===== config.mk =====
export PLATFORM = sky130hd
export DESIGN_NAME = display_mux
export DESIGN_NICKNAME = d
export VERILOG_FILES = /design/src/rtl/display_mux.sv
export SDC_FILE = /design/constraint.sdc
export NUM_CORES = 1
export LEC_CHECK = 0
export CAP_MARGIN = 10
export CORE_MARGIN = 1.5
export CORE_UTILIZATION = 50
export DETAILED_ROUTE_END_ITERATION = 10
export PLACE_DENSITY = 0.74
export SETUP_SLACK_MARGIN = 0.02
export SLEW_MARGIN = 5
export SYNTH_ARGS = -nofsm -noshare
export SYNTH_HDL_FRONTEND = slang
export SYNTH_SLANG_ARGS = --single-unit

===== constraint.sdc =====
create_clock -name clk -period 3.9 [get_ports clk]
set_input_delay 0.975 -clock clk [delete_from_list [all_inputs] [get_ports clk]]
set_output_delay 0.975 -clock clk [all_outputs]
set_load 0.01 [all_outputs]

===== src/rtl/display_mux.sv =====
// Time-multiplexed driver for a 4-digit common-anode seven-segment display.
// Optional leading-zero blanking is enabled by defining DISPLAY_LZB_EN.
module display_mux #(
    parameter int REFRESH_DIV = 100000,
    parameter int BLANK       = 16
) (
    input  logic        clk,
    input  logic        rst,
    input  logic [15:0] dato,
    input  logic        cargar,
    input  logic        habilitar,
    output logic [3:0]  ane,
    output logic [6:0]  seg,
    output logic        dp
);

    localparam int             CW      = (REFRESH_DIV > 1) ? $clog2(REFRESH_DIV) : 1;
    localparam logic [CW-1:0]  CNT_MAX = CW'(REFRESH_DIV - 1);
    localparam logic [CW-1:0]  BLANK_C = CW'(BLANK);

    logic [15:0]   dato_reg;
    logic [CW-1:0] cnt;
    logic [1:0]    idx;
    logic [3:0]    nibble;
    logic [6:0]    dec;
    logic          lz_dark;
    logic          dark;
    logic [3:0]    next_ane;
    logic [6:0]    next_seg;

    // Loading is independent of the scan so a reload never shifts digit timing.
    always_ff @(posedge clk or posedge rst) begin
        if (rst) begin
            dato_reg <= '0;
            cnt      <= '0;
            idx      <= '0;
        end else begin
            if (cargar) begin
                dato_reg <= dato;
            end
            if (cnt == CNT_MAX) begin
                cnt <= '0;
                idx <= idx + 2'd1;
            end else begin
                cnt <= cnt + CW'(1);
            end
        end
    end

    always_comb begin
        nibble = dato_reg[{idx, 2'b00} +: 4];
        case (nibble)
            4'h0:    dec = 7'b1000000;
            4'h1:    dec = 7'b1111001;
            4'h2:    dec = 7'b0100100;
            4'h3:    dec = 7'b0110000;
            4'h4:    dec = 7'b0011001;
            4'h5:    dec = 7'b0010010;
            4'h6:    dec = 7'b0000010;
            4'h7:    dec = 7'b1111000;
            4'h8:    dec = 7'b0000000;
            4'h9:    dec = 7'b0010000;
            4'hA:    dec = 7'b0001000;
            4'hB:    dec = 7'b0000011;
            4'hC:    dec = 7'b1000110;
            4'hD:    dec = 7'b0100001;
            4'hE:    dec = 7'b0000110;
            default: dec = 7'b0001110;
        endcase
    end

`ifdef DISPLAY_LZB_EN
    // A digit goes dark when it and every more significant nibble are zero.
    always_comb begin
        case (idx)
            2'd3:    lz_dark = (dato_reg[15:12] == 4'h0);
            2'd2:    lz_dark = (dato_reg[15:8] == 8'h00);
            2'd1:    lz_dark = (dato_reg[15:4] == 12'h000);
            default: lz_dark = 1'b0;
        endcase
    end
`else
    assign lz_dark = 1'b0;
`endif

    always_comb begin
        dark     = (cnt < BLANK_C) || !habilitar || lz_dark;
        next_ane = dark ? 4'b1111 : ~(4'b0001 << idx);
        next_seg = dark ? 7'b1111111 : dec;
    end

    always_ff @(posedge clk or posedge rst) begin
        if (rst) begin
            ane <= 4'b1111;
            seg <= 7'b1111111;
        end else begin
            ane <= next_ane;
            seg <= next_seg;
        end
    end

    assign dp = 1'b1;

endmodule


* After elaboration in Yosys (flattened, before gate mapping)
Memory sizes are Yosys's and may differ from the RTL's.
Cells that the tools add are included.
** Cells by class
- $add $sub $neg :: 2
- $lt $le $gt $ge :: 1
- Eq/ne operators :: 1
- Shift-type cells :: 2
- Mux-type cells :: 3
- Bitwise gates (word level) :: 1
- Reduce and logical (&&, ||, !) cells :: 2
** Operators with widths (count)
- adder 17 x 1 -> 17 bit, second input constant :: 1
- equality test 17 bit, second input constant :: 1
- less-than comparator 17 x 5 -> 1 bit, second input constant :: 1
- two-way mux 17 bit :: 1
- variable part select 16 x 5 -> 4 bit :: 1
- two-way mux 7 bit :: 1
- two-way mux 4 bit :: 1
- inverter 4 bit :: 1
- left shift 1 x 2 -> 4 bit, first input constant :: 1
- adder 2 x 1 -> 2 bit, second input constant :: 1
- zero test 1 bit :: 1
- logical OR 1 bit :: 1
** Storage, ports and cells
- Bits in registers :: 46
- ROM bits :: 112
- Input port bits :: 20
- Word-level logic and storage cells :: 18
- Memories :: 1
** Memories
- (no name shown) :: words 16, bits a word 7, rd ports 1, clocked after Yosys merged registers in 0, wr ports 0, RTL line 52 : case (nibble)

* Longest topological paths before layout
- Depth in word-level cells :: 3
- Depth in mapped cells :: 7

* Worst setup path before layout
OpenSTA, ideal clock, no wires.
- Kind :: input to register
- Start :: input port cargar
- End :: register dato_reg[0]
- Setup time :: 128 ps
- Data arrival time :: 1801 ps
- Path slack :: 1972 ps
- Stages on the path :: 3
- Path buffers :: 2
- Cell sequence :: clkbuf_1 > buf_2 > mux2_1
** RTL lines
- start: declaration :: RTL line 10 : input logic cargar,
- end signal: assignment :: RTL line 39 : dato_reg <= dato;
- end: declaration :: RTL line 21 : logic [15:0] dato_reg;
No word-level cell between the ends.

* Final worst setup path
- Start :: register seg[0]
- End :: output port seg[0]
** RTL lines
- start: declaration :: RTL line 13 : output logic [6:0] seg,
- start signal: assignment :: RTL line 98 : seg <= next_seg;
No word-level cell between the ends.

==> impl_summary.log <==
[metrics] clock tree from TritonCTS: yes
[metrics] flip-flop count of the largest register, all copies and words added: 17
[metrics] Slew Limit Headroom: 0.5374
[metrics] synthesized area per cell: between 10 and 15 µm²
[metrics] count of hold buffers inserted by post-cts repair: 0
[metrics] GR Layer Usage met1: 0.2361
[metrics] Setup Crit Path Kind: flop to output port
[metrics] vias in the first global route: about 1500
[metrics] non-filler cells, final: 268
[metrics] ratio of total power to cell area: between 300 and 400 nW/µm²
[metrics] total non-filler cell area in the finished layout: between 2000 and 3000 µm²
[metrics] residual overflow from global routing: 0
[metrics] met2 Use GR: 0.2757
[metrics] ys async rst share: 1.000
[metrics] cell count after synthesis: around 180
[metrics] required time of the worst setup path: ~2.9 ns
[metrics] register cell area after layout: ~1200 µm²
[metrics] Final Cycle Share: 0.5944
[metrics] part of the power in registers: 0.551
[metrics] post-layout net count: 246
[metrics] final worst path period need: approximately 2.3 ns
[metrics] top flip-flop cell by instance count after synthesis: dfrtp_1
[metrics] final hold violations: 0
[metrics] Num Clock Sinks: between 40 and 50
[metrics] post-detailed-placement cell area: 2596 µm²
[metrics] violation count after the first detailed-route iteration: slightly above 60
[metrics] total design power: roughly 0.00095 W
[metrics] number of vias after detailed routing: ~1500
[metrics] Clk pwr share: 0.308
[metrics] GR met3 Demand/Resource: 0.04618
[metrics] crit path max-delay cell type: dfstp_2
[metrics] cell type with the highest aggregate area in the netlist: dfrtp_1
[metrics] kind of capture point of the worst setup path: output port
[metrics] die area: 4958 µm²
[metrics] highest attainable clock frequency: 431.4 MHz
[metrics] total routing resource utilization after global routing: 0.1749
[metrics] Inserted Clock Buffers: 5
[metrics] Internal Dissipation: around 0.00071 W
[metrics] clock insertion delay at the later pin of the skew report: about 0.3 ns
[metrics] arrival time worst endpoint: 1.34 ns
[metrics] worst clock skew: ~0.011 ns
[metrics] most numerous cell types in the synthesized netlist: dfrtp_1, mux2_1, nand2_1
[metrics] Crit Path Max Fanout: 1
[metrics] area overhead of the layout relative to synthesis: 18.39%
[metrics] number of setup buffers added after CTS: 0
[metrics] number of levels the H-tree was split into: 2
[metrics] result of the run: finished clean
[metrics] part of the Yosys area used for sequential elements: 0.5127
[metrics] y dimension of the die: a little over 70 µm
[metrics] most frequently used cell type in the post-synthesis netlist: dfrtp_1
[metrics] share of the synthesized area in the top cell type: 0.3855
[metrics] number of synthesized flops with an enable pin: 0
[metrics] Pre-Repair DR Iteration Count: 4
[metrics] I/O pin cnt: 32
[metrics] Switch Pwr: 0.0002389 W
[metrics] CP peak stage delay: 0.53 ns
[metrics] cts repair resizes: 0
[metrics] Max Root-Sink Buffers: 2
[metrics] number of max-slew violations in the final report: 0
[metrics] final setup violation count: 0
[metrics] die width: 70.41 µm
[metrics] wire length of the first global-routing pass: roughly 6900 µm
[metrics] Synth Cell Area: 2272 µm²
[metrics] initial antenna violation count: 0
[metrics] count of unresolved DRC violations after routing: 0
[metrics] combinational share of power: 0.140
[metrics] number of distinct library cell variants in the gate-level netlist after synthesis: 40
[metrics] flip-flop and latch count after synthesis: 46
[metrics] worst slew pin tran: between 0.6 and 0.7 ns
[metrics] Vias/cell: approximately 5.6
[metrics] Core Util, Final: 0.6178
[metrics] Clk pin slew, worst setup/hold paths: approximately 0.090 ns
[metrics] largest net degree at the start of global routing: 31
[metrics] GP Congestion: around 0.85
[metrics] count of antenna diodes in the layout: 0
[metrics] post-detailed-placement half-perimeter wirelength: just under 3000 µm
[metrics] standard-cell row count: 24
[metrics] number of warnings issued by yosys: 0
[metrics] max cap viols: 0
[metrics] busiest layer in global routing: met2
[metrics] post-placement cell count: 260
[metrics] summed negative setup slack over all endpoints: 0 ns
[metrics] remaining number of nets flagged by the antenna check after routing: 0
[metrics] net switching share of the total power: 0.2514
[metrics] CP cell instances: clkdlybuf4s50_1
[metrics] cell family contributing the most delay on the critical path: flip-flops
[metrics] top post-synthesis cells by area: dfrtp_1, dfstp_2, mux2_1
[metrics] peak supply drop: 0.2290 mV
[metrics] total wire length after detailed routing: around 3900 µm
[metrics] root buffer cell: clkbuf_8
[metrics] initial core utilization: 0.5218
[metrics] syn_nets: around 220
[metrics] number of fill cells: about 330
[metrics] class of the most critical hold timing path: flop to flop
[metrics] unrepaired setup endpoints after global routing: false
[metrics] crit path launch type: flop
[metrics] area inside the core boundary: 4354 µm²
[metrics] WL per Instance: between 10 and 15 µm
[metrics] multi-input logic area: between 1000 and 1500 µm²
[metrics] Crit path buffers/inverters: 1
[metrics] fraction of final layout cells with drive strength greater than 1: 0.1343
[metrics] LEAKAGE: 1.144 nW
[metrics] number of buffers added on ports: 30
==> worst paths after layout <==
| check | start | endpoint | cells after the start | slack (ns) |
|---|---|---|---|---|
| max | seg[0] | seg[0] | 1 | 1.58 |
| min | cnt[0] | cnt[0] | 1 | 0.50 |
| max reg2reg | idx[0] | seg[1] | 5 | 1.84 |
| min reg2reg | cnt[0] | cnt[0] | 1 | 0.50 |
| max in group asynchronous | rst | seg[3] | 3 | 2.01 |
| min in group asynchronous | rst | dato_reg[8] | 2 | 1.04 |
==> logic make-up after synthesis <==
| group | share of synthesized area |
|---|---|
| AO/OA/AOI/OAI | 0.04735 |
| AND/OR/NAND/NOR | 0.1338 |
| buffers and inverters | 0.03138 |
| XOR/XNOR | 0.06939 |
| flip-flops | 0.5127 |
| other | 0.001650 |
| adder cells (fa/ha/maj) | 0.06057 |
| multiplexers | 0.1432 |
==> metrics by stage <==
step                hold slack (ns)  setup WS (ns)
finish                       0.4968          1.582
global route                 0.5148          1.543
CTS                          0.4962          1.569
detailed placement           0.4708          1.456
global placement             0.4654          1.535
floorplan                    0.4524          1.855
==> cell type report <==
cell class / count / share of cell area
Clock buffer: 5 / 0.02558
Clock inverter: 3 / 0.009302
Inverter: 6 / 0.008372
Multi-Input combinational cell: 125 / 0.3851
Sequential cell: 46 / 0.4330
Tap cell: 52 / 0.02419
Timing Repair Buffer: 31 / 0.1144
==> placed cells by master, fill, tap and decap left out, types with 3 or more instances in the layout <==
cell	count
and4_1	3
nor3_1	4
nand2_1	15
clkbuf_8	5
mux4_2	5
xor2_1	9
a21oi_1	3
clkdlybuf4s50_1	30
xnor2_1	9
nand3_1	6
nor2_1	10
dfstp_2	11
o211ai_1	3
dfrtp_1	35
mux2_1	18
inv_1	5
ha_1	11
nand4_1	5
==> power by group through the flow <==
| stage | Combinational (W) | Sequential [W] | Clock (W) |
|---|---|---|---|
| after floorplan | 0.0000795 | 0.000534 | 0 |
| after global placement | 0.000128 | 0.000531 | 0 |
| after detailed placement | 0.000134 | 0.000533 | 0 |
| after CTS | 0.000135 | 0.000524 | 0.000302 |
| after global routing | 0.000147 | 0.000528 | 0.000326 |
| final | 0.000133 | 0.000524 | 0.000293 |
==> metal layers <==
layer | share of wire | vias to the layer above
met5 | 0 | -
met4 | 0.011 | 0
met3 | 0.057 | 5
met2 | 0.50 | 43
met1 | 0.43 | 738
li1 | - | 702
Note: power is estimated with default switching activity, not from simulation.
==> RTL change (same flow settings) <==
Register the output `seg` once more, with the module's reset; this adds one clock of latency there. The other outputs are not delayed to match.
--- a/src/rtl/display_mux.sv
+++ b/src/rtl/display_mux.sv
@@ -19,2 +19,4 @@
     localparam logic [CW-1:0]  BLANK_C = CW'(BLANK);
+
+    logic [6:0] seg_s0;
 
@@ -94,6 +96,6 @@
             ane <= 4'b1111;
-            seg <= 7'b1111111;
+            seg_s0 <= 7'b1111111;
         end else begin
             ane <= next_ane;
-            seg <= next_seg;
+            seg_s0 <= next_seg;
         end
@@ -103,2 +105,10 @@
 
+    always_ff @(posedge clk or posedge rst) begin
+        if (rst) begin
+            seg <= '0;
+        end else begin
+            seg <= seg_s0;
+        end
+    end
+
 endmodule
Formal check against the unedited RTL: not equivalent (a bounded check fails within 4 cycles, from zero or initial values and one cycle with rst high).
==> RTL change against the original RTL <==
  * Synthesized area up 7.7%
  * Wire length decreased by 4.9%
  * Maximum frequency decreased by 0.69%
  * Final cell count rose by 7.8%
  * Synthesized cell count grew 3.8%
  * Cell area rose by 6.8%
  * Sequential power up 15%
  * Largest cell class unchanged
  * Setup slack worse by 0.016 ns
  * Sequential share of layout area up 3.3 points
  * Critical endpoint is now ane[2]
  * Total power increased by 9.9%
  * Largest power group unchanged
  * Utilization down 0.96 points
  * Die area is 7.4% higher
  * Sequential cell count rose by 7
==> RTL change: results (changes against the original RTL) <==
Layout fillers 369 (+11%); vias in the first global route 1453 (-2.2%); worst vdd ir 0.178 mV (-22%); PostCTS Resize Cnt 0 (unchanged); HP Class register to register; Critical Path AT 1.36 ns (+0.02 ns); GPL Wtd Cong 0.806 (-4.7%); ys async rst share 100% (unchanged); wire per inst 12.7 um (-12%); actual slew at the worst max-slew pin 1.04 ns (+0.353 ns); Max Fanout on Critical Path 1 (unchanged); IO Port Bufs 30 (unchanged); DP HPWL 2.60 mm (-11%); Largest stage delay, worst path 0.53 ns (about the same); sequential element share of the synthesized area 54.8% (+3.5 points); CTS clk-pin slew, worst paths 0.09 ns (about the same); H-tree levels 2 (unchanged); syn nets 222 (+3.3%); max reg flops 17 (unchanged); CP delay by family, top flip-flops; DRT Pass-1 Iters 4 (unchanged); Clock Skew 0.00651 ns (-0.00467 ns); largest cells by area after synthesis dfrtp_1, dfstp_2, mux2_1; root buf cell clkbuf_8; Layout Nets 252 (+2.4%); Clock Latency Late Sink 0.30 ns (about the same); Overall Global Routing Usage 16.8% (-0.72 points); crit path launch type register; slowest library cell on the worst path dfstp_2; yosys warns 0 (unchanged); Clock Tree Buf Depth 2 (unchanged); drt first-iter violations 84 (+35%); Synth Register Bits 53 (+15%); Yosys cell types 40 (unchanged); Pleak 1.21 nW (+6.1%); antenna cells 0 (unchanged); status completed; initial antenna violation count 0 (unchanged); global-route wire length before repair 6.69 mm (-2.5%); CTS buffer count 5 (unchanged); post-CTS setup buffer count 0 (unchanged); Synth top cells by count dfrtp_1, mux2_1, nand2_1; vias per inst 5.07 (-8.6%); largest net degree at the start of global routing 54 (+74%); layout cell share with drive strength beyond 1 12.2% (-1.3 points)
## RTL change: worst paths after layout
check	from	to	slack, ns	cells past startpoint
min reg2reg	seg_s0[0]	seg[0]	0.39	0
max reg2reg	idx[0]	seg_s0[4]	1.89	5
min in group asynchronous	rst	seg[0]	1.25	2
min	seg_s0[0]	seg[0]	0.39	0
max	ane[2]	ane[2]	1.57	1
max in group asynchronous	rst	dato_reg[15]	2.02	2
## RTL change: area by class of cell
type                            instances  area (um^2)  share of cell area (%)
Multi-Input combinational cell        125         1040                    36.1
Sequential cell                        53         1340                    46.6
Clock buffer                            8         90.1                    3.14
Timing Repair Buffer                   30          300                    10.5
Inverter                                6         22.5                   0.784
Tap cell                               67         83.8                    2.92
## RTL change: logic make-up (layout without fill, tap and decap cells)
logic type,count (synthesis),count (layout),synth area share (%)
other,1,1,0.153
and+or+nand+nor,56,56,12.4
adders and majority gates,11,11,5.62
AOI/OAI and AO/OA,15,15,4.40
muxes,24,24,13.3
buffers and inverters,13,44,2.91
DFF,53,53,54.8
xor gates and xnor gates,18,18,6.44
## RTL change: worst register-to-register path: cells and delay by family (launching register included)
kind | cells | cell delay (ns)
fa+ha+maj | 1 | 0.27
mux | 2 | 0.92
flops | 1 | 0.55
compound gates | 1 | 0.11
simple gates | 1 | 0.07
## RTL change: per-layer routing
| metal | part of all wire (%) | track usage, % |
|---|---|---|
| met1 | 50 | 23.8 |
| met2 | 45 | 24.4 |
| met3 | 3.7 | 4.70 |
| met4 | 1.9 | 6.92 |
| met5 | 0 | 0 |
## RTL change: per-stage QoR
stage	instances	util [%]	worst slack (ns)	cell area, um^2
2_1_floorplan	191	-	1.66	2450
3_3_place_gp	281	58.9	1.48	2780
3_5_place_dp	281	58.9	1.48	2780
4_1_cts	289	60.8	1.55	2870
5_1_grt	289	60.8	1.51	2870
6_report	289	60.8	1.57	2870
## RTL change: where the power goes
part	internal, mW	switching, mW
sequential	0.590	0.0151
clock	0.145	0.164
combinational	0.0719	0.0588
